[src/rtl/traffic_pkg.sv]
// Shared definitions for the four-way junction phase scheduler:
// road codes, FSM state encoding, lamp width and a one-hot helper.
package traffic_pkg;

    localparam int LAMP_W    = 4;
    localparam int NUM_ROADS = 4;

    // Road codes; also the bit index of each road in the lamp vectors.
    localparam logic [1:0] ROAD_N = 2'd0;
    localparam logic [1:0] ROAD_E = 2'd1;
    localparam logic [1:0] ROAD_S = 2'd2;
    localparam logic [1:0] ROAD_W = 2'd3;

    typedef enum logic [1:0] {
        ST_ALL_RED = 2'd0,
        ST_SELECT  = 2'd1,
        ST_GREEN   = 2'd2,
        ST_YELLOW  = 2'd3
    } state_t;

    // Lamp vector with only the bit of the given road set.
    function automatic logic [LAMP_W-1:0] road_onehot(input logic [1:0] road);
        road_onehot = {{(LAMP_W-1){1'b0}}, 1'b1} << road;
    endfunction

endpackage

[src/rtl/traffic_phase_scheduler_if.sv]
// Bundle between the sensor averaging units and the phase scheduler:
// four traffic averages in, served road and lamp drives out.
interface traffic_phase_scheduler_if;

    logic [7:0] avg_n;
    logic [7:0] avg_e;
    logic [7:0] avg_s;
    logic [7:0] avg_w;
    logic [1:0] next_road;
    logic [3:0] green;
    logic [3:0] yellow;
    logic       phase_busy;

    // Sensor side: supplies averages, observes the scheduler.
    modport master (
        output avg_n, avg_e, avg_s, avg_w,
        input  next_road, green, yellow, phase_busy
    );

    // Scheduler side.
    modport slave (
        input  avg_n, avg_e, avg_s, avg_w,
        output next_road, green, yellow, phase_busy
    );

endinterface

[src/rtl/traffic_phase_scheduler_road_select.sv]
// Combinational winner selection for the next green phase.
// Candidates are the three roads other than the last one served, scanned in
// round-robin order starting just after it. A starved road (skip at its
// ceiling) wins outright; otherwise the highest average wins, with ties (and
// the all-zero case) going to the earliest road in the scan.
module road_select
    import traffic_pkg::*;
#(
    parameter int MIN_GREEN   = 4,
    parameter int MAX_GREEN   = 20,
    parameter int SCALE_SHIFT = 4,
    parameter int MAX_SKIP    = 3,
    parameter int SKIP_W      = 2
) (
    input  logic [NUM_ROADS-1:0][7:0]        avg_i,
    input  logic [NUM_ROADS-1:0][SKIP_W-1:0] skip_i,
    input  logic [1:0]                       last_road_i,
    output logic [1:0]                       winner_o,
    output logic [8:0]                       green_len_o
);

    logic [1:0] cand_s;
    logic       force_hit_s;
    logic       forced_found_s;
    logic [1:0] forced_road_s;
    logic [1:0] best_road_s;
    logic [7:0] best_avg_s;
    logic [1:0] winner_s;
    logic [8:0] sum_s;

    // Scan candidates in round-robin order, tracking first starved road and best average.
    always_comb begin
        cand_s         = last_road_i + 2'd1;
        force_hit_s    = 1'b0;
        forced_found_s = 1'b0;
        forced_road_s  = last_road_i + 2'd1;
        best_road_s    = last_road_i + 2'd1;
        best_avg_s     = avg_i[last_road_i + 2'd1];
        for (int k = 1; k < NUM_ROADS; k++) begin
            cand_s         = last_road_i + 2'(k);
            force_hit_s    = !forced_found_s && (skip_i[cand_s] == SKIP_W'(MAX_SKIP));
            forced_road_s  = force_hit_s ? cand_s : forced_road_s;
            forced_found_s = forced_found_s | force_hit_s;
            // Strictly greater keeps the earlier road on a tie.
            best_road_s    = (avg_i[cand_s] > best_avg_s) ? cand_s : best_road_s;
            best_avg_s     = (avg_i[cand_s] > best_avg_s) ? avg_i[cand_s] : best_avg_s;
        end
        winner_s = forced_found_s ? forced_road_s : best_road_s;
    end

    // Size the green time from the winner's average, clamped to the maximum.
    always_comb begin
        sum_s       = 9'(MIN_GREEN) + {1'b0, (avg_i[winner_s] >> SCALE_SHIFT)};
        green_len_o = (sum_s > 9'(MAX_GREEN)) ? 9'(MAX_GREEN) : sum_s;
    end

    assign winner_o = winner_s;

endmodule

[src/rtl/traffic_phase_scheduler.sv]
// Four-way junction phase controller. A free-running prescaler produces
// timing ticks; the phase FSM walks ALL_RED -> SELECT -> GREEN -> YELLOW and
// drives registered lamp outputs. Per-road skip counters feed the
// anti-starvation rule in road_select.
module traffic_phase_scheduler
    import traffic_pkg::*;
#(
    parameter int TICK_DIV    = 10,
    parameter int MIN_GREEN   = 4,
    parameter int MAX_GREEN   = 20,
    parameter int SCALE_SHIFT = 4,
    parameter int YELLOW_T    = 2,
    parameter int ALLRED_T    = 1,
    parameter int MAX_SKIP    = 3
) (
    input  logic                      clk,
    input  logic                      reset,
    traffic_phase_scheduler_if.slave  bus_if
);

    localparam int PRESC_W = (TICK_DIV > 1) ? $clog2(TICK_DIV) : 1;
    localparam int SKIP_W  = (MAX_SKIP > 0) ? $clog2(MAX_SKIP + 1) : 1;
    localparam int TIMER_W = 9;

    state_t                          state_q;
    logic [TIMER_W-1:0]              timer_q;
    logic [PRESC_W-1:0]              presc_q;
    logic [1:0]                      next_road_q;
    logic [LAMP_W-1:0]               green_q;
    logic [LAMP_W-1:0]               yellow_q;
    logic                            busy_q;
    logic [1:0]                      last_road_q;
    logic [NUM_ROADS-1:0][SKIP_W-1:0] skip_q;
    logic [NUM_ROADS-1:0][SKIP_W-1:0] skip_d;

    logic                            tick_s;
    logic [NUM_ROADS-1:0][7:0]       avg_s;
    logic [1:0]                      winner_s;
    logic [8:0]                      green_len_s;

    assign tick_s = (presc_q == PRESC_W'(TICK_DIV - 1));
    assign avg_s  = {bus_if.avg_w, bus_if.avg_s, bus_if.avg_e, bus_if.avg_n};

    road_select #(
        .MIN_GREEN   (MIN_GREEN),
        .MAX_GREEN   (MAX_GREEN),
        .SCALE_SHIFT (SCALE_SHIFT),
        .MAX_SKIP    (MAX_SKIP),
        .SKIP_W      (SKIP_W)
    ) u_road_select (
        .avg_i       (avg_s),
        .skip_i      (skip_q),
        .last_road_i (last_road_q),
        .winner_o    (winner_s),
        .green_len_o (green_len_s)
    );

    // Skip counters after a SELECT: winner clears, other candidates age (saturating).
    always_comb begin
        skip_d = skip_q;
        for (int r = 0; r < NUM_ROADS; r++) begin
            if (2'(r) == winner_s) begin
                skip_d[r] = '0;
            end else if (2'(r) == last_road_q) begin
                skip_d[r] = skip_q[r];
            end else if (skip_q[r] == SKIP_W'(MAX_SKIP)) begin
                skip_d[r] = skip_q[r];
            end else begin
                skip_d[r] = skip_q[r] + SKIP_W'(1);
            end
        end
    end

    // Free-running tick prescaler, cleared only by reset.
    always_ff @(posedge clk or posedge reset) begin
        if (reset) begin
            presc_q <= '0;
        end else if (tick_s) begin
            presc_q <= '0;
        end else begin
            presc_q <= presc_q + PRESC_W'(1);
        end
    end

    // Phase FSM with phase timer, road bookkeeping and registered lamp outputs.
    always_ff @(posedge clk or posedge reset) begin
        if (reset) begin
            state_q     <= ST_ALL_RED;
            timer_q     <= TIMER_W'(ALLRED_T);
            next_road_q <= ROAD_N;
            green_q     <= '0;
            yellow_q    <= '0;
            busy_q      <= 1'b0;
            last_road_q <= ROAD_W;
            skip_q      <= '0;
        end else begin
            case (state_q)
                ST_ALL_RED: begin
                    if (tick_s) begin
                        if (timer_q == TIMER_W'(1)) begin
                            state_q <= ST_SELECT;
                        end else begin
                            timer_q <= timer_q - TIMER_W'(1);
                        end
                    end
                end
                ST_SELECT: begin
                    // Averages are sampled only here; later changes do not resize green.
                    next_road_q <= winner_s;
                    last_road_q <= winner_s;
                    skip_q      <= skip_d;
                    timer_q     <= green_len_s;
                    green_q     <= road_onehot(winner_s);
                    busy_q      <= 1'b1;
                    state_q     <= ST_GREEN;
                end
                ST_GREEN: begin
                    if (tick_s) begin
                        if (timer_q == TIMER_W'(1)) begin
                            timer_q  <= TIMER_W'(YELLOW_T);
                            green_q  <= '0;
                            yellow_q <= road_onehot(next_road_q);
                            state_q  <= ST_YELLOW;
                        end else begin
                            timer_q <= timer_q - TIMER_W'(1);
                        end
                    end
                end
                ST_YELLOW: begin
                    if (tick_s) begin
                        if (timer_q == TIMER_W'(1)) begin
                            timer_q  <= TIMER_W'(ALLRED_T);
                            yellow_q <= '0;
                            busy_q   <= 1'b0;
                            state_q  <= ST_ALL_RED;
                        end else begin
                            timer_q <= timer_q - TIMER_W'(1);
                        end
                    end
                end
                default: begin
                    state_q  <= ST_ALL_RED;
                    timer_q  <= TIMER_W'(ALLRED_T);
                    green_q  <= '0;
                    yellow_q <= '0;
                    busy_q   <= 1'b0;
                end
            endcase
        end
    end

    assign bus_if.next_road  = next_road_q;
    assign bus_if.green      = green_q;
    assign bus_if.yellow     = yellow_q;
    assign bus_if.phase_busy = busy_q;

endmodule

[src/flat_wrapper.sv]
// flat-port wrapper written by rule: the top's interface ports become plain ports
module traffic_phase_scheduler_flat import traffic_pkg::*;
#(
    parameter int TICK_DIV    = 10,
    parameter int MIN_GREEN   = 4,
    parameter int MAX_GREEN   = 20,
    parameter int SCALE_SHIFT = 4,
    parameter int YELLOW_T    = 2,
    parameter int ALLRED_T    = 1,
    parameter int MAX_SKIP    = 3
)
  (clk, reset, bus_if_avg_n, bus_if_avg_e, bus_if_avg_s, bus_if_avg_w, bus_if_next_road, bus_if_green, bus_if_yellow, bus_if_phase_busy);
  traffic_phase_scheduler_if bus_if_i ();
  input  logic clk;
  input  logic reset;
  input wire logic [$bits(bus_if_i.avg_n)-1:0] bus_if_avg_n;
  input wire logic [$bits(bus_if_i.avg_e)-1:0] bus_if_avg_e;
  input wire logic [$bits(bus_if_i.avg_s)-1:0] bus_if_avg_s;
  input wire logic [$bits(bus_if_i.avg_w)-1:0] bus_if_avg_w;
  output wire logic [$bits(bus_if_i.next_road)-1:0] bus_if_next_road;
  output wire logic [$bits(bus_if_i.green)-1:0] bus_if_green;
  output wire logic [$bits(bus_if_i.yellow)-1:0] bus_if_yellow;
  output wire logic [$bits(bus_if_i.phase_busy)-1:0] bus_if_phase_busy;
  assign bus_if_i.avg_n = bus_if_avg_n;
  assign bus_if_i.avg_e = bus_if_avg_e;
  assign bus_if_i.avg_s = bus_if_avg_s;
  assign bus_if_i.avg_w = bus_if_avg_w;
  assign bus_if_next_road = bus_if_i.next_road;
  assign bus_if_green = bus_if_i.green;
  assign bus_if_yellow = bus_if_i.yellow;
  assign bus_if_phase_busy = bus_if_i.phase_busy;
  traffic_phase_scheduler #(.TICK_DIV(TICK_DIV), .MIN_GREEN(MIN_GREEN), .MAX_GREEN(MAX_GREEN), .SCALE_SHIFT(SCALE_SHIFT), .YELLOW_T(YELLOW_T), .ALLRED_T(ALLRED_T), .MAX_SKIP(MAX_SKIP)) u_core (.clk(clk), .reset(reset), .bus_if(bus_if_i));
endmodule
[config.mk]
export PLATFORM = sky130hd
export DESIGN_NAME = traffic_phase_scheduler_flat
export DESIGN_NICKNAME = d
export VERILOG_FILES = /design/src/rtl/traffic_pkg.sv /design/src/rtl/traffic_phase_scheduler_if.sv /design/src/rtl/traffic_phase_scheduler_road_select.sv /design/src/rtl/traffic_phase_scheduler.sv /design/src/flat_wrapper.sv
export SDC_FILE = /design/constraint.sdc
export NUM_CORES = 1
export LEC_CHECK = 0
export ABC_AREA = 0
export BUFFER_PORTS_ARGS = -buffer_cell sky130_fd_sc_hd__buf_2
export CAP_MARGIN = 30
export CORE_MARGIN = 1.5
export CORE_UTILIZATION = 29
export CTS_CLUSTER_SIZE = 30
export DETAILED_ROUTE_END_ITERATION = 7
export PLACE_DENSITY_LB_ADDON = 0.15
export SYNTH_ARGS = -nofsm -noshare
export SYNTH_HDL_FRONTEND = slang
export SYNTH_SLANG_ARGS = --single-unit
[constraint.sdc]
create_clock -name clk -period 6.9 [get_ports clk]
set_input_delay 1.38 -clock clk [delete_from_list [all_inputs] [get_ports clk]]
set_output_delay 1.38 -clock clk [all_outputs]
set_load 0.05 [all_outputs]
==> summary.txt, run 1 <==
Critical path
  • Req. time, crit path: 7.06 ns
  • Largest stage delay, worst path: 0.75 ns
  • Element type at the critical path start: register
  • Cell with the largest stage delay on the worst path: dfstp_4
  • CP delay by family, top: compound AO/OA/AOI/OAI gates
  • Worst Path Buf+Inv: 5
  • Most frequent CP cell: ha_1
  • Sort of element at the end of the critical path: register
  • Arrival time at the worst endpoint: 6.55 ns
  • Reg2Reg Launch Point: u_core.last_road_q[1]$_DFFE_PP1P_
  • Maximum fanout count along the critical path: 18
  • Launch point of the critical path: u_core.last_road_q[1]$_DFFE_PP1P_
  • Type of the worst setup path: reg -> reg

Run status
  • Run status: completed

Timing
  • Achievable Freq: 157 MHz
  • Largest clock skew in the final design: 0.00409 ns
  • Final hold violation count: 0
  • Clock period minus worst slack: 6.39 ns
  • Max-slew headroom at the worst pin: 55.1%
  • Number of setup violations in the final report: 0
  • Slew @ Worst Pin: 0.673 ns
  • Period utilisation layout: 92.6%
  • Final number of max-transition violations: 0

Synth
  • Async S/R FF share, synth: 100%
  • Leading post-synthesis cells by instance count: nand2_1, ha_1, dfrtp_1, inv_1, nor2_1
  • Most numerous cell in the Yosys netlist: nand2_1
  • Number of distinct library cells after synthesis: 62
  • Area share of the leading cell type in the synthesized netlist: 21.8%
  • Top cells by area, synth: dfrtp_1, mux4_2, ha_1, nand2_1, mux2i_1
  • Post-synthesis cell type with the largest combined area: dfrtp_1
  • Synthesis Warnings: 0
  • Netlist area before placement: 3780 um2
  • FF+latch count, synth: 36
  • Synth Net Count: 487
  • Most frequently used flop master after synthesis: dfrtp_1
  • Number of instances in the synthesized netlist: 419
  • Sequential area share after synthesis: 23.9%
  • Post-synthesis average cell area: 9.03 um2
  • Number of enable flip-flop cells after synthesis: 0

Floorplanning
  • Horizontal die dimension: 117 um
  • Initial core utilization: 29.9%
  • Die Outline Area: 13,700 um2
  • Floorplan Core Area: 12,700 um2
  • # IOs: 45
  • Row count: 41
  • Die height: 117 um

Global routing
  • Antenna violations before repair: 0
  • GRT Resource Usage Total: 14.3%
  • Via count of the first global-routing pass: 3,142
  • Pin count of the biggest net entering global routing: 48
  • First-pass GRT wire length: 15.5 mm
  • Overall overflow remaining after global route: 0

Clock network
  • Cell at the root of the clock tree: clkbuf_16
  • Total CTS buffers: 5
  • Maximum root-to-sink buffer count: 2
  • Sinks on Clock Net: 36
  • Clock slew seen by the registers of the worst setup and hold paths: 0.06 ns
  • Clock latency at the later pin of the worst-skew pair: 0.28 ns
  • CTS tree: built
  • Number of levels the H-tree was split into: 2
  • Hold buffers post-CTS: 0

Cells and area
  • Net count reported at finish: 529
  • Signed area change from the synthesized netlist to the final layout: 15.5%
  • Number of antenna repair diodes: 0
  • Post-layout instance area: 4370 um2
  • Share of cells above drive strength 1: 22.7%

Drt
  • Number of detailed-routing iterations run before antenna repair: 5
  • Vias: 3,337
  • Drt drc: 0
  • First DRT Iteration DRCs: 257
  • Routed WL per cell: 15.0 um
  • Post-DRT Antenna Nets: 0
  • Via density per instance: 5.26
  • Routed Wire Length: 9.48 mm

Placed design
  • Final GP Congestion: 0.808
  • Count of input and output buffers: 44
  • Half-perimeter wire length after placement: 7.06 mm
  • Area post-placement: 4200 um2

Min path
  • Class of the worst hold path: reg -> reg
  • Worst Min Path Start: u_core.timer_q[8]$_DFFE_PP0P_

Power and ir drop
  • Total leakage power: 1.95 nW
  • Overall power after layout: 610 uW
  • Maximum VDD drop: 0.000125 V
  • Power Dens Cells: 140 nW/um2

Run
  • Number of maximum-capacitance violations: 0
-- through the flow --
stage          cells   TNS, ns  util, %  hold WS [ns]  worst slack, ns
5_1_grt          634  -0.00509     34.5         0.499         -0.00509
3_5_place_dp     625         0     33.1         0.469            0.359
6_report         634         0     34.5         0.470            0.512
3_3_place_gp     625         0     33.1         0.465            0.482
2_1_floorplan    419         0        -         0.436            0.261
4_1_cts          633         0     34.4         0.476            0.391
-- path summary, 6_finish.rpt --
| path | cells past startpoint | endpoint | slack [ns] |
|---|---|---|---|
| worst min-delay path | 1 | u_core.timer_q[8]$_DFFE_PP0P_ | 0.47 |
| worst min register to register | 1 | u_core.timer_q[8]$_DFFE_PP0P_ | 0.47 |
| worst max register to register | 27 | u_core.timer_q[3]$_DFFE_PP0P_ | 0.51 |
| max in group asynchronous | 3 | u_core.timer_q[0]$_DFFE_PP1P_ | 5.32 |
| min in group asynchronous | 3 | u_core.bus_if.yellow[0]$_DFFE_PP0P_ | 1.20 |
| worst max-delay path | 27 | u_core.timer_q[3]$_DFFE_PP0P_ | 0.51 |
-- report_power, final --
group,internal (mW),switching [mW]
Clock,0.154,0.0861
Combinational,0.0693,0.0896
Sequential,0.211,0
-- metal layers --
| layer | GRT usage, % | share of wire, % | vias to the layer above |
|---|---|---|---|
| met3 | 1.60 | 5.0 | 4 |
| met4 | 3.13 | 0.68 | 0 |
| li1 | - | - | 1644 |
| met1 | 20.1 | 49 | 1599 |
| met2 | 23.8 | 45 | 90 |
| met5 | 0 | 0 | - |
-- kinds of logic (layout without fill, tap and decap cells) --
family          after synthesis  count (layout)  synth area share [%]
fa+ha+maj                    34              34                  11.2
simple gates                140             140                  18.5
compound gates              111             111                  20.2
xor+xnor                      3               3                 0.893
buf+inv                      52              95                  5.89
mux                          43              43                  19.4
flops                        36              36                  23.9
-- cell type report --
| cell class | count | area (um2) |
|---|---|---|
| Inverter | 33 | 124 |
| Timing Repair Buffer | 54 | 308 |
| Fill cell | 1300 | 8300 |
| Tap cell | 172 | 215 |
| Multi-Input combinational cell | 331 | 2660 |
| Clock buffer | 8 | 156 |
| Sequential cell | 36 | 908 |
-- worst register-to-register path, cell delays in order, from the launching register on --
cell and delay, ns:
dfstp_4 0.75, inv_1 0.15, ha_1 0.30, buf_4 0.28, mux4_2 0.38, inv_1 0.08
ha_1 0.23, nor2b_1 0.13, o211ai_1 0.24, a21oi_2 0.18, nor2_1 0.16, buf_4 0.24
mux2i_1 0.25, ha_1 0.28, nand4_1 0.13, nor2_1 0.06, a211o_1 0.24, nand3_1 0.11
o21bai_1 0.10, xnor2_2 0.43, mux2i_1 0.18, mux2i_2 0.23, ha_1 0.24, inv_1 0.05
a31o_2 0.21, o221ai_2 0.21, o31ai_1 0.13, a221o_1 0.30
-- cells in the final DEF, fill, tap and decap left out, drive strengths merged, types with 9 or more instances in the layout --
cell    netlist  final
a211oi        9      9
buf          11     54
nor2         26     26
mux4         24     24
nor3          9      9
dfrtp        33     33
o21ai        28     28
nand2        56     56
a21oi        21     21
nand3        11     11
ha           34     34
mux2i        17     17
inv          33     33
-- state kept, by name, indices dropped and copies added, names as in the netlist --
name,cells
u_core.timer_q,9
u_core.state_q,2
u_core.bus_if.phase_busy,1
u_core.bus_if.green,4
u_core.presc_q,4
u_core.bus_if.next_road,2
u_core.bus_if.yellow,4
u_core.last_road_q,2
u_core.skip_q,8
-- timing repair --
item | CTS | global route
setup endpoints to repair | 0 | 1
buffers inserted | 0 | 0
endpoints found under the hold margin | 0 | 0
gates resized for setup | 0 | 2
Power figures use the tool's default switching activity.
==> inputs of run 2 (changes only) <==
Settings changed: CORE_UTILIZATION 29 to 35.
==> run 2 against run 1 <==
Net effect:
- count of clock-buffer cells in the layout down 2
- routed wire length down 4.1%
- sequential share of layout area grew 0.56 points
- clock power is 34% lower
- fmax grew 3.7%
- final area is 3.0% lower
- register-to-register slack improved by 0.23 ns
- sequential cell count unchanged
- global-route usage is 2.4 points higher
- critical path depth unchanged
- critical path type unchanged
- critical endpoint unchanged
- largest power group is now registers
==> summary.txt, run 2 (synthesized netlist as in run 1, its figures left out) <==
Run status
  • Run status: completed (unchanged)

Placed design
  • Half-perimeter wire length after placement: 6.80 mm (was 7.06 mm)
  • Final GP Congestion: 0.852 (was 0.808)
  • Count of input and output buffers: 44 (unchanged)

Critical path
  • CP delay by family, top: compound AO/OA/AOI/OAI gates (unchanged)
  • Most frequent CP cell: ha_1 (unchanged)
  • Register-to-Register Path Depth: 27 (unchanged)
  • Sort of element at the end of the critical path: register (unchanged)
  • Worst r2r dst: u_core.timer_q[3]$_DFFE_PP0P_ (unchanged)
  • Arrival time at the worst endpoint: 6.34 ns (was 6.55 ns)
  • Cell with the largest stage delay on the worst path: dfstp_2 (was dfstp_4)
  • Element type at the critical path start: register (unchanged)
  • Worst Path Buf+Inv: 6 (was 5)
  • Maximum fanout count along the critical path: 19 (was 18)
  • Largest stage delay, worst path: 0.53 ns (was 0.75 ns)
  • Slack of the worst reg-to-reg path: 0.74 ns (was 0.51 ns)
  • Req. time, crit path: 7.08 ns (was 7.06 ns)
  • Type of the worst setup path: reg -> reg (unchanged)
  • Reg2Reg Launch Point: u_core.last_road_q[0]$_DFFE_PP1P_ (was u_core.last_road_q[1]$_DFFE_PP1P_)

Timing
  • Max-slew headroom at the worst pin: 54.2% (was 55.1%)
  • Aggregate negative setup slack: 0 ns (unchanged)
  • Period utilisation layout: 89.3% (was 92.6%)
  • Largest clock skew in the final design: 0.00369 ns (was 0.00409 ns)
  • Final hold violation count: 0 (unchanged)
  • Achievable Freq: 162 MHz (was 157 MHz)
  • Final number of max-transition violations: 0 (unchanged)
  • Minimum hold slack: 0.483 ns (was 0.470 ns)
  • Clock period minus worst slack: 6.16 ns (was 6.39 ns)
  • Slew @ Worst Pin: 0.687 ns (was 0.673 ns)
  • Unrepaired setup endpoints after global routing: false
  • Number of setup violations in the final report: 0 (unchanged)

Clock network
  • Sinks on Clock Net: 36 (unchanged)
  • Total CTS buffers: 5 (unchanged)
  • CTS tree: built (unchanged)
  • Number of levels the H-tree was split into: 2 (unchanged)
  • Cell at the root of the clock tree: clkbuf_8 (was clkbuf_16)
  • Clock slew seen by the registers of the worst setup and hold paths: 0.08 ns (was 0.06 ns)
  • Clock latency at the later pin of the worst-skew pair: 0.29 ns (was 0.28 ns)
  • Maximum root-to-sink buffer count: 2 (unchanged)
  • Quantity of gates resized following cts: 0 (unchanged)
  • Hold buffers post-CTS: 0 (unchanged)
  • Post-CTS setup-driven buffer insertion count: 0 (unchanged)

Global routing
  • Pin count of the biggest net entering global routing: 48 (unchanged)
  • GRT Resource Usage Total: 16.8% (was 14.3%)
  • Global-route met1 utilization: 22.4% (was 20.1%)
  • Via count of the first global-routing pass: 3,327 (was 3,142)
  • Antenna violations before repair: 0 (unchanged)
  • Met2 routing resource usage after global routing: 28.6% (was 23.8%)
  • Global route hottest layer: met2 (unchanged)
  • Overall overflow remaining after global route: 0 (unchanged)
  • GR Util met3: 2.01% (was 1.60%)
  • First-pass GRT wire length: 15.6 mm (was 15.5 mm)

Cells and area
  • Register with the most flip-flops: u_core.timer_q (unchanged)
  • Number of antenna repair diodes: 0 (unchanged)
  • Signed area change from the synthesized netlist to the final layout: 12.1% (was 15.5%)
  • Net count reported at finish: 529 (unchanged)
  • Share of cells above drive strength 1: 22.7% (unchanged)
  • Flip-flop count of the largest register after layout: 9 (unchanged)
  • Most used cells in the layout excluding fill and tap cells: nand2_1, buf_2, ha_1 (unchanged)
  • Final standard cell utilization of the core: 40.7% (was 34.5%)
  • Most frequent standard cell in the layout excluding fill and tap cells: nand2_1 (unchanged)
  • Largest regs: u_core.timer_q (9), u_core.skip_q (8) (unchanged)

Floorplanning
  • Row count: 37 (was 41)
  • Initial core utilization: 36.3% (was 29.9%)
  • Die height: 107 um (was 117 um)
  • Die Outline Area: 11,400 um2 (was 13,700 um2)
  • # IOs: 45 (unchanged)
  • Floorplan Core Area: 10,400 um2 (was 12,700 um2)
  • Horizontal die dimension: 107 um (was 117 um)

Drt
  • Number of detailed-routing iterations run before antenna repair: 4 (was 5)
  • Via density per instance: 5.60 (was 5.26)
  • First DRT Iteration DRCs: 184 (was 257)
  • Post-DRT Antenna Nets: 0 (unchanged)
  • Routed Wire Length: 9.09 mm (was 9.48 mm)
  • Vias: 3,351 (was 3,337)
  • Drt drc: 0 (unchanged)
  • Routed WL per cell: 15.2 um (was 15.0 um)

Power and ir drop
  • Power Dens Cells: 124 nW/um2 (was 140 nW/um2)
  • Overall power after layout: 526 uW (was 610 uW)
  • Maximum VDD drop: 0.0000930 V (was 0.000125 V)
  • Total leakage power: 1.92 nW (was 1.95 nW)

Min path
  • Class of the worst hold path: reg -> reg (unchanged)
  • Capture endpoint of the worst hold path: u_core.timer_q[8]$_DFFE_PP0P_ (unchanged)
  • Worst Min Path Start: u_core.timer_q[8]$_DFFE_PP0P_ (unchanged)
  • Cell depth of the worst hold path: 1 (unchanged)

Run
  • Number of maximum-capacitance violations: 0 (unchanged)
[run 2: worst max path at each step]
stage	cells past startpoint	end	start
after floorplan	29	u_core.timer_q[3]$_DFFE_PP0P_	u_core.last_road_q[1]$_DFFE_PP1P_
after global placement	23	u_core.timer_q[3]$_DFFE_PP0P_	bus_if_avg_e[1]
after detailed placement	24	u_core.timer_q[3]$_DFFE_PP0P_	bus_if_avg_e[1]
after CTS	28	u_core.timer_q[3]$_DFFE_PP0P_	u_core.last_road_q[0]$_DFFE_PP1P_
after global routing	28	u_core.timer_q[3]$_DFFE_PP0P_	u_core.last_road_q[0]$_DFFE_PP1P_
final	27	u_core.timer_q[3]$_DFFE_PP0P_	u_core.last_road_q[0]$_DFFE_PP1P_
[run 2: final cells by class]
type	count	area (um2)
clock buffers	6	82.6
clock inverters	2	10.0
fillers	1061	6180
inverters	33	124
multi-input cells	331	2660
flip-flops and latches	36	905
well taps	136	170
repair buffers	54	293
[run 2: metrics by stage]
step	cells	area (um2)	setup slack, ns
floorplan	419	3780	0.261
global placement	588	4140	0.491
CTS	597	4230	0.702
detailed placement	589	4140	0.414
finish	598	4240	0.737
global route	598	4240	0.185
[run 2: power breakdown]
part | switching, mW | internal, mW
sequential | 0 | 0.211
combinational | 0.0888 | 0.0685
clock | 0.0785 | 0.0798
total | 0.167 | 0.359
[run 2: per-layer routing]
layer	vias to the layer above	part of all wire (%)
li1	1636	-
met1	1619	47
met2	84	47
met3	12	4.5
met4	0	1.4
met5	-	0
